**src/rtl/cic_comp_fir_pkg.sv**
```systemverilog
// Shared widths, state encoding and clog2 helper for the CIC compensation FIR.
// Default widths match the upstream CIC so both instantiations agree.
package cic_comp_fir_pkg;

    localparam int CF_IN_WIDTH   = 24;
    localparam int CF_OUT_WIDTH  = 24;
    localparam int CF_COEF_WIDTH = 18;

    typedef enum logic [1:0] {
        CF_CLEAR = 2'd0,
        CF_IDLE  = 2'd1,
        CF_MAC   = 2'd2,
        CF_ROUND = 2'd3
    } cf_state_e;

    function automatic int cf_clog2(input int value);
        int r;
        r = 0;
        while ((1 << r) < value) r++;
        return r;
    endfunction

endpackage

```
**src/rtl/cic_comp_fir_rom.sv**
```systemverilog
// Coefficient ROM, NTAPS x COEF_WIDTH, one-cycle registered read.
// Coefficients arrive packed in COEF_INIT, tap i at bits [i*COEF_WIDTH +: COEF_WIDTH].
module cic_comp_fir_rom
    import cic_comp_fir_pkg::*;
#(
    parameter int                            NTAPS      = 32,
    parameter int                            COEF_WIDTH = 18,
    parameter logic [NTAPS*COEF_WIDTH-1:0]   COEF_INIT  = '0,
    localparam int                           AW         = cf_clog2(NTAPS)
) (
    input  logic                         clk_i,
    input  logic [AW-1:0]                addr_i,
    output logic signed [COEF_WIDTH-1:0] data_o
);

    logic signed [COEF_WIDTH-1:0] rom [2**AW];
    logic signed [COEF_WIDTH-1:0] data_q;

    for (genvar i = 0; i < 2**AW; i++) begin : g_rom
        if (i < NTAPS) begin : g_tap
            assign rom[i] = COEF_INIT[i*COEF_WIDTH +: COEF_WIDTH];
        end else begin : g_pad
            assign rom[i] = '0;
        end
    end

    always_ff @(posedge clk_i) begin
        data_q <= rom[addr_i];
    end

    assign data_o = data_q;

endmodule

```
**src/rtl/cic_comp_fir.sv**
```systemverilog
// Serial-MAC CIC droop compensation FIR with optional decimate-by-2; out_strobe at trigger+NTAPS+3.
// No backpressure: ready only drops during post-reset clear; CIC_COMP_FIR_SAT_EN selects clamp vs wrap.
module cic_comp_fir
    import cic_comp_fir_pkg::*;
#(
    parameter int IN_WIDTH   = CF_IN_WIDTH,
    parameter int OUT_WIDTH  = CF_OUT_WIDTH,
    parameter int COEF_WIDTH = CF_COEF_WIDTH,
    parameter int NTAPS      = 32,
    parameter int DECIM      = 2,
    parameter logic [NTAPS*COEF_WIDTH-1:0] COEF_INIT =
        {{(NTAPS*COEF_WIDTH-COEF_WIDTH+1){1'b0}}, {(COEF_WIDTH-1){1'b1}}}
) (
    input  logic                        clock,
    input  logic                        reset,
    input  logic                        in_strobe,
    input  logic signed [IN_WIDTH-1:0]  in_data,
    output logic                        ready,
    output logic                        out_strobe,
    output logic signed [OUT_WIDTH-1:0] out_data,
    output logic                        busy,
    output logic                        overrun
);

    localparam int TAP_AW    = cf_clog2(NTAPS);
    localparam int ACC_WIDTH = IN_WIDTH + COEF_WIDTH + TAP_AW;
    localparam int BUF_AW    = cf_clog2(2 * NTAPS);
    localparam int BUF_DEPTH = 2**BUF_AW;
    localparam int SH        = ACC_WIDTH - TAP_AW - 1 - OUT_WIDTH;
    localparam int RW        = ACC_WIDTH - SH;

    cf_state_e                     state_q, state_d;
    logic [BUF_AW-1:0]             wr_ptr_q, wr_ptr_d;
    logic [BUF_AW-1:0]             base_q, base_d;
    logic [BUF_AW-1:0]             cnt_q, cnt_d;
    logic                          phase_q, phase_d;
    logic signed [ACC_WIDTH-1:0]   acc_q, acc_d;
    logic signed [OUT_WIDTH-1:0]   out_data_q, out_data_d;
    logic                          out_strobe_q, out_strobe_d;
    logic                          overrun_q, overrun_d;

    logic signed [IN_WIDTH-1:0]    smp_mem [BUF_DEPTH];
    logic signed [IN_WIDTH-1:0]    rd_q;
    logic signed [COEF_WIDTH-1:0]  coef_q;
    logic signed [IN_WIDTH+COEF_WIDTH-1:0] prod;
    logic                          mem_we;
    logic [BUF_AW-1:0]             mem_wa;
    logic signed [IN_WIDTH-1:0]    mem_wd;
    logic [BUF_AW-1:0]             rd_addr;
    logic                          trigger;
    logic [RW-1:0]                 rnd_wide;
    logic signed [OUT_WIDTH-1:0]   rounded;
    logic                          unused_acc;

    assign ready   = (state_q != CF_CLEAR);
    assign busy    = (state_q == CF_MAC) || (state_q == CF_ROUND);
    assign trigger = in_strobe && ready && ((DECIM == 1) || phase_q);

    // Clearing owns the single write port until every buffer word is zero.
    assign mem_we  = !reset && (!ready || in_strobe);
    assign mem_wa  = ready ? wr_ptr_q : cnt_q;
    assign mem_wd  = ready ? in_data : '0;
    assign rd_addr = base_q - cnt_q;

    always_ff @(posedge clock) begin
        if (mem_we) smp_mem[mem_wa] <= mem_wd;
        rd_q <= smp_mem[rd_addr];
    end

    cic_comp_fir_rom #(
        .NTAPS      (NTAPS),
        .COEF_WIDTH (COEF_WIDTH),
        .COEF_INIT  (COEF_INIT)
    ) u_rom (
        .clk_i  (clock),
        .addr_i (cnt_q[TAP_AW-1:0]),
        .data_o (coef_q)
    );

    assign prod       = rd_q * coef_q;
    assign rnd_wide   = acc_q[ACC_WIDTH-1:SH] + RW'(acc_q[SH-1]);
    assign unused_acc = ^acc_q[SH-2:0];

`ifdef CIC_COMP_FIR_SAT_EN
    always_comb begin
        rounded = rnd_wide[OUT_WIDTH-1:0];
        if (!((&rnd_wide[RW-1:OUT_WIDTH-1]) || !(|rnd_wide[RW-1:OUT_WIDTH-1]))) begin
            rounded = rnd_wide[RW-1] ? {1'b1, {(OUT_WIDTH-1){1'b0}}}
                                     : {1'b0, {(OUT_WIDTH-1){1'b1}}};
        end
    end
`else
    logic unused_rnd;
    assign rounded    = rnd_wide[OUT_WIDTH-1:0];
    assign unused_rnd = ^rnd_wide[RW-1:OUT_WIDTH];
`endif

    always_comb begin
        state_d      = state_q;
        wr_ptr_d     = wr_ptr_q;
        base_d       = base_q;
        cnt_d        = cnt_q;
        phase_d      = phase_q;
        acc_d        = acc_q;
        out_data_d   = out_data_q;
        out_strobe_d = 1'b0;
        overrun_d    = overrun_q;

        if (ready && in_strobe) begin
            wr_ptr_d = wr_ptr_q + BUF_AW'(1);
            if (DECIM == 2) phase_d = ~phase_q;
        end
        if (trigger && busy) overrun_d = 1'b1;

        case (state_q)
            CF_CLEAR: begin
                cnt_d = cnt_q + BUF_AW'(1);
                if (cnt_q == BUF_AW'(BUF_DEPTH - 1)) begin
                    state_d = CF_IDLE;
                    cnt_d   = '0;
                end
            end
            CF_IDLE: begin
                if (trigger) begin
                    base_d  = wr_ptr_q;
                    acc_d   = '0;
                    cnt_d   = '0;
                    state_d = CF_MAC;
                end
            end
            CF_MAC: begin
                // Read data lags the address by one cycle, so tap cnt-1 lands now.
                cnt_d = cnt_q + BUF_AW'(1);
                if (cnt_q != '0) acc_d = acc_q + ACC_WIDTH'(prod);
                if (cnt_q == BUF_AW'(NTAPS)) state_d = CF_ROUND;
            end
            CF_ROUND: begin
                out_data_d   = rounded;
                out_strobe_d = 1'b1;
                state_d      = CF_IDLE;
            end
            default: state_d = CF_CLEAR;
        endcase
    end

    always_ff @(posedge clock) begin
        if (reset) begin
            state_q      <= CF_CLEAR;
            wr_ptr_q     <= '0;
            base_q       <= '0;
            cnt_q        <= '0;
            phase_q      <= 1'b0;
            acc_q        <= '0;
            out_data_q   <= '0;
            out_strobe_q <= 1'b0;
            overrun_q    <= 1'b0;
        end else begin
            state_q      <= state_d;
            wr_ptr_q     <= wr_ptr_d;
            base_q       <= base_d;
            cnt_q        <= cnt_d;
            phase_q      <= phase_d;
            acc_q        <= acc_d;
            out_data_q   <= out_data_d;
            out_strobe_q <= out_strobe_d;
            overrun_q    <= overrun_d;
        end
    end

    assign out_data   = out_data_q;
    assign out_strobe = out_strobe_q;
    assign overrun    = overrun_q;

endmodule

```
**config.mk**
```make
export PLATFORM = sky130hd
export DESIGN_NAME = cic_comp_fir
export DESIGN_NICKNAME = d
export VERILOG_FILES = /design/src/rtl/cic_comp_fir_pkg.sv /design/src/rtl/cic_comp_fir_rom.sv /design/src/rtl/cic_comp_fir.sv
export SDC_FILE = /design/constraint.sdc
export NUM_CORES = 2
export LEC_CHECK = 0
export ABC_CLOCK_PERIOD_IN_PS = 12660
export CAP_MARGIN = 20
export CORE_ASPECT_RATIO = 0.75
export CORE_MARGIN = 2
export CORE_UTILIZATION = 68
export DETAILED_ROUTE_END_ITERATION = 8
export PLACE_DENSITY = 0.82
export SYNTH_ARGS = -nofsm -noshare
export SYNTH_HDL_FRONTEND = slang
export SYNTH_SLANG_ARGS = --single-unit
export TNS_END_PERCENT = 30
```
**constraint.sdc**
```tcl
create_clock -name clock -period 12.66 [get_ports clock]
set_input_delay 1.899 -clock clock [delete_from_list [all_inputs] [get_ports clock]]
set_output_delay 1.899 -clock clock [all_outputs]
set_load 0.005 [all_outputs]
```
==> impl_metrics.prom <==
# TYPE chip_impl_metric gauge
chip_impl_metric{name="worstPathArrival",unit="ns"} 8.02
chip_impl_metric{name="layout.area.seq",unit="sq um"} 48390
chip_impl_info{name="layout_commonest_cell",value="edfxtp_1"} 1
chip_impl_metric{name="post_syn_instances",unit=""} 4032
chip_impl_metric{name="hold_viol_final",unit=""} 0
chip_impl_metric{name="detailroute.via_count",unit=""} 39880
chip_impl_metric{name="postSynthRegisterBits",unit=""} 1649
chip_impl_metric{name="areaGrowthSynthToFinish",unit="%"} 10.61
chip_impl_metric{name="grtUsageTotal",unit="%"} 36.73
chip_impl_metric{name="avgViaCountPerCell",unit=""} 6.957
chip_impl_info{name="worst-setup-path-type",value="flop to flop"} 1
chip_impl_metric{name="worst_path_largest_cell_delay",unit="ns"} 0.59
chip_impl_metric{name="final.min_clock_period",unit="ns"} 7.343
chip_impl_info{name="crit_slowest_cell",value="fa_1"} 1
chip_impl_metric{name="timing.final.setup_violations",unit=""} 0
chip_impl_metric{name="ys_warn_count",unit=""} 0
chip_impl_metric{name="drv_slew",unit=""} 0
chip_impl_metric{name="detail_route.iter0.violations",unit=""} 6179
chip_impl_metric{name="wl_per_cell",unit="um"} 34.32
chip_impl_metric{name="synth_enable_flop_cells",unit=""} 1536
chip_impl_info{name="most-common-layout-cells",value="edfxtp_1 (1536), mux4_2 (480), inv_1 (390), fa_1 (223), clkbuf_16 (153)"} 1
chip_impl_metric{name="asr_flop_ratio_synth",unit="%"} 0
chip_impl_metric{name="cap_violations",unit=""} 0
chip_impl_info{name="ordered_list_of_cells_on_the_worst_path",value="buf_4 > nand2_1 > inv_2 > fa_1 > inv_1 > fa_1 > inv_1 > fa_1 > fa_1 > fa_1 > inv_1 > fa_1 > inv_1 > ha_1 > a21o_1 > a21o_1 > a21oi_1 > a31oi_1 > nand3_1 > o21ai_1 > or3_1 > a32o_1"} 1
chip_impl_info{name="yosys-top-cells-area",value="edfxtp_1 (63%), mux4_2 (15%), fa_1 (6.1%)"} 1
chip_impl_metric{name="max_slew.worst_pin.slew",unit="ns"} 1.153
chip_impl_metric{name="worstPathRequired",unit="ns"} 13.34
chip_impl_metric{name="floorplan.io_pins",unit=""} 55
chip_impl_metric{name="clock_sink_count",unit=""} 1649
chip_impl_metric{name="cts.reportedPaths.clkPinSlew",unit="ns"} 0.06
chip_impl_metric{name="synth_sequential_area_ratio",unit="%"} 65.67
chip_impl_metric{name="critical_path.max_fanout",unit=""} 62
chip_impl_metric{name="slew_headroom",unit="%"} 22.67
chip_impl_metric{name="synth_area_per_cell",unit="sq um"} 18.27
chip_impl_metric{name="utilization",unit="%"} 75.92
chip_impl_info{name="library_cell_appearing_most_often_on_the_critical_path",value="fa_1"} 1
chip_impl_metric{name="clock.fmax",unit="MHz"} 136.2
chip_impl_info{name="hold_class",value="flop to flop"} 1
chip_impl_metric{name="grt_max_degree",unit=""} 119
chip_impl_metric{name="drt-pass1-iter-count",unit=""} 6
chip_impl_metric{name="fillCellCount",unit=""} 5579
chip_impl_metric{name="preCtsSetupSlack",unit="ns"} 5.389
chip_impl_metric{name="antenna_found_initial",unit=""} 11
chip_impl_metric{name="dp.final_hpwl",unit="um"} 106100
chip_impl_info{name="dominantRegCellSynth",value="edfxtp_1"} 1
chip_impl_metric{name="final.period_utilization",unit="%"} 58.00
chip_impl_metric{name="fraction_of_layout_instances_using_a_drive_strength_above_1",unit="%"} 21.66
chip_impl_metric{name="ctsHoldBuffers",unit=""} 0
chip_impl_metric{name="chipHeight",unit="um"} 289.1
chip_impl_info{name="grt_setup_unrepaired",value="false"} 1
chip_impl_metric{name="numnets_final",unit=""} 4569
chip_impl_info{name="synth_largest_area_cell",value="edfxtp_1"} 1
chip_impl_metric{name="clk-insertion-delay-late",unit="ns"} 0.79
chip_impl_metric{name="fin_setup_tns",unit="ns"} 0
chip_impl_metric{name="portBuffers",unit=""} 54
chip_impl_metric{name="fin_worst_skew",unit="ns"} 0.04205
chip_impl_metric{name="drc",unit=""} 0
chip_impl_metric{name="start_util",unit="%"} 68.63
chip_impl_info{name="cts_tree",value="built"} 1
chip_impl_metric{name="synth.cell_area",unit="sq um"} 73680
chip_impl_metric{name="synth_nets",unit=""} 4425
chip_impl_metric{name="yosys.cell_types.count",unit=""} 66
chip_impl_metric{name="gp_congestion",unit=""} 0.9004
chip_impl_metric{name="grt_pass1_vias",unit=""} 40620
chip_impl_metric{name="cts_max_level",unit=""} 4
chip_impl_metric{name="route.final.wire_length",unit="um"} 196700
chip_impl_metric{name="ant_nets",unit=""} 0
chip_impl_metric{name="cts-buffers-inserted",unit=""} 150
chip_impl_info{name="crit_path_end_kind",value="flop"} 1
chip_impl_metric{name="die_width",unit="um"} 384.1
chip_impl_metric{name="num_rows",unit=""} 104
chip_impl_metric{name="post_cts_repair_setup_buffers",unit=""} 0
chip_impl_info{name="critical_path_launch_point_type",value="flop"} 1
chip_impl_metric{name="cts_max_path_buffers",unit=""} 3
chip_impl_info{name="clockRootBuffer",value="clkbuf_16"} 1
chip_impl_metric{name="cts.repair.resized",unit=""} 0
chip_impl_metric{name="fp.dieArea",unit="sq um"} 111000
chip_impl_metric{name="final.hold.worst_slack",unit="ns"} 0.4474
chip_impl_metric{name="timing.final.ws_setup",unit="ns"} 5.317
chip_impl_metric{name="grt_first_pass_wirelength",unit="um"} 285700
chip_impl_metric{name="core",unit="sq um"} 107400
chip_impl_metric{name="global_route_congestion_overflow_total",unit=""} 0
chip_impl_metric{name="multiInputGateArea",unit="sq um"} 23440
chip_impl_info{name="status",value="finished clean"} 1
chip_impl_metric{name="synth_top_area_share",unit="%"} 62.60
routing by layer:
metal,share of wire (%),global-route usage (%),up-vias
li1,-,-,15750
met3,12,8.982,505
met4,4.5,15.44,8
met1,36,51.46,20480
met2,47,56.73,3135
met5,0.028,0,-
critical path, delay by kind of cell (launching register included):
kind / cells / cell delay, ns
flip-flops: 1 / 0.31
AO/OA/AOI/OAI: 6 / 1.15
adder cells (fa/ha/maj): 7 / 3.39
AND/OR/NAND/NOR: 3 / 1.03
buffers and inverters: 6 / 1.33
Yosys cell counts (13+ instances only):
master    instances
o21ai_0          35
dfxtp_1         113
xor2_1           56
clkbuf_1        101
a22oi_1          21
a211oi_1         49
o21bai_1         14
nand2_1         119
buf_1            16
nor2b_1          52
nand4_1          13
fa_1            224
a21oi_1          77
mux2i_1          38
mux4_2          480
buf_2            39
ha_1            142
inv_1           390
nor2_1          170
a21o_1           36
edfxtp_1       1536
o21ai_1          17
nand3_1          31
and3_1           18
and2_1           25
xnor2_1          86
nand2b_1         15
worst paths after layout:
check,from,end,slack (ns),cells past startpoint
setup / recovery,u_rom.data_o[15],acc_q[36],5.32,22
hold / removal,acc_q[31],acc_q[31],0.45,2
setup reg to reg,u_rom.data_o[15],acc_q[36],5.32,22
hold reg to reg,acc_q[31],acc_q[31],0.45,2
cells by family (layout without fill, tap and decap cells):
| family | after synthesis | count (layout) | share of synthesized area [%] |
|---|---|---|---|
| AO/OA/AOI/OAI | 299 | 299 | 2.641 |
| XOR/XNOR | 142 | 142 | 1.688 |
| adder cells (fa/ha/maj) | 373 | 373 | 8.593 |
| buffers and inverters | 567 | 833 | 3.118 |
| flip-flops | 1649 | 1649 | 65.67 |
| multiplexers | 522 | 522 | 15.25 |
| other | 1 | 4 | 0.005090 |
| AND/OR/NAND/NOR | 479 | 479 | 3.036 |
metrics by stage:
step | instance area, sq um | std cells
after global placement | 76490 | 5451
after global routing | 81490 | 5729
after CTS | 81450 | 5725
after detailed placement | 76500 | 5451
final | 81500 | 5732
after floorplan | 73680 | 4032
registers in the layout, indices dropped and copies added, names as in the netlist:
signal        count
phase_q           1
out_strobe        1
u_rom.data_o      1
smp_mem        1536
rd_q             24
state_q           2
overrun           1
out_data         24
base_q            6
wr_ptr_q          6
acc_q            41
cnt_q             6
cell type report:
cell class | count | share of cell area (%)
Inverter | 391 | 1.801
Clock buffer | 182 | 4.856
Tap cell | 1431 | 2.197
Sequential cell | 1649 | 59.37
Multi-Input combinational cell | 1816 | 28.76
Timing Repair Buffer | 168 | 1.784
Clock inverter | 92 | 1.219
Antenna cell | 3 | 0.009211
Power is not shown: default switching activity piles up to over one toggle a cycle in this logic, so the estimate is an artifact.
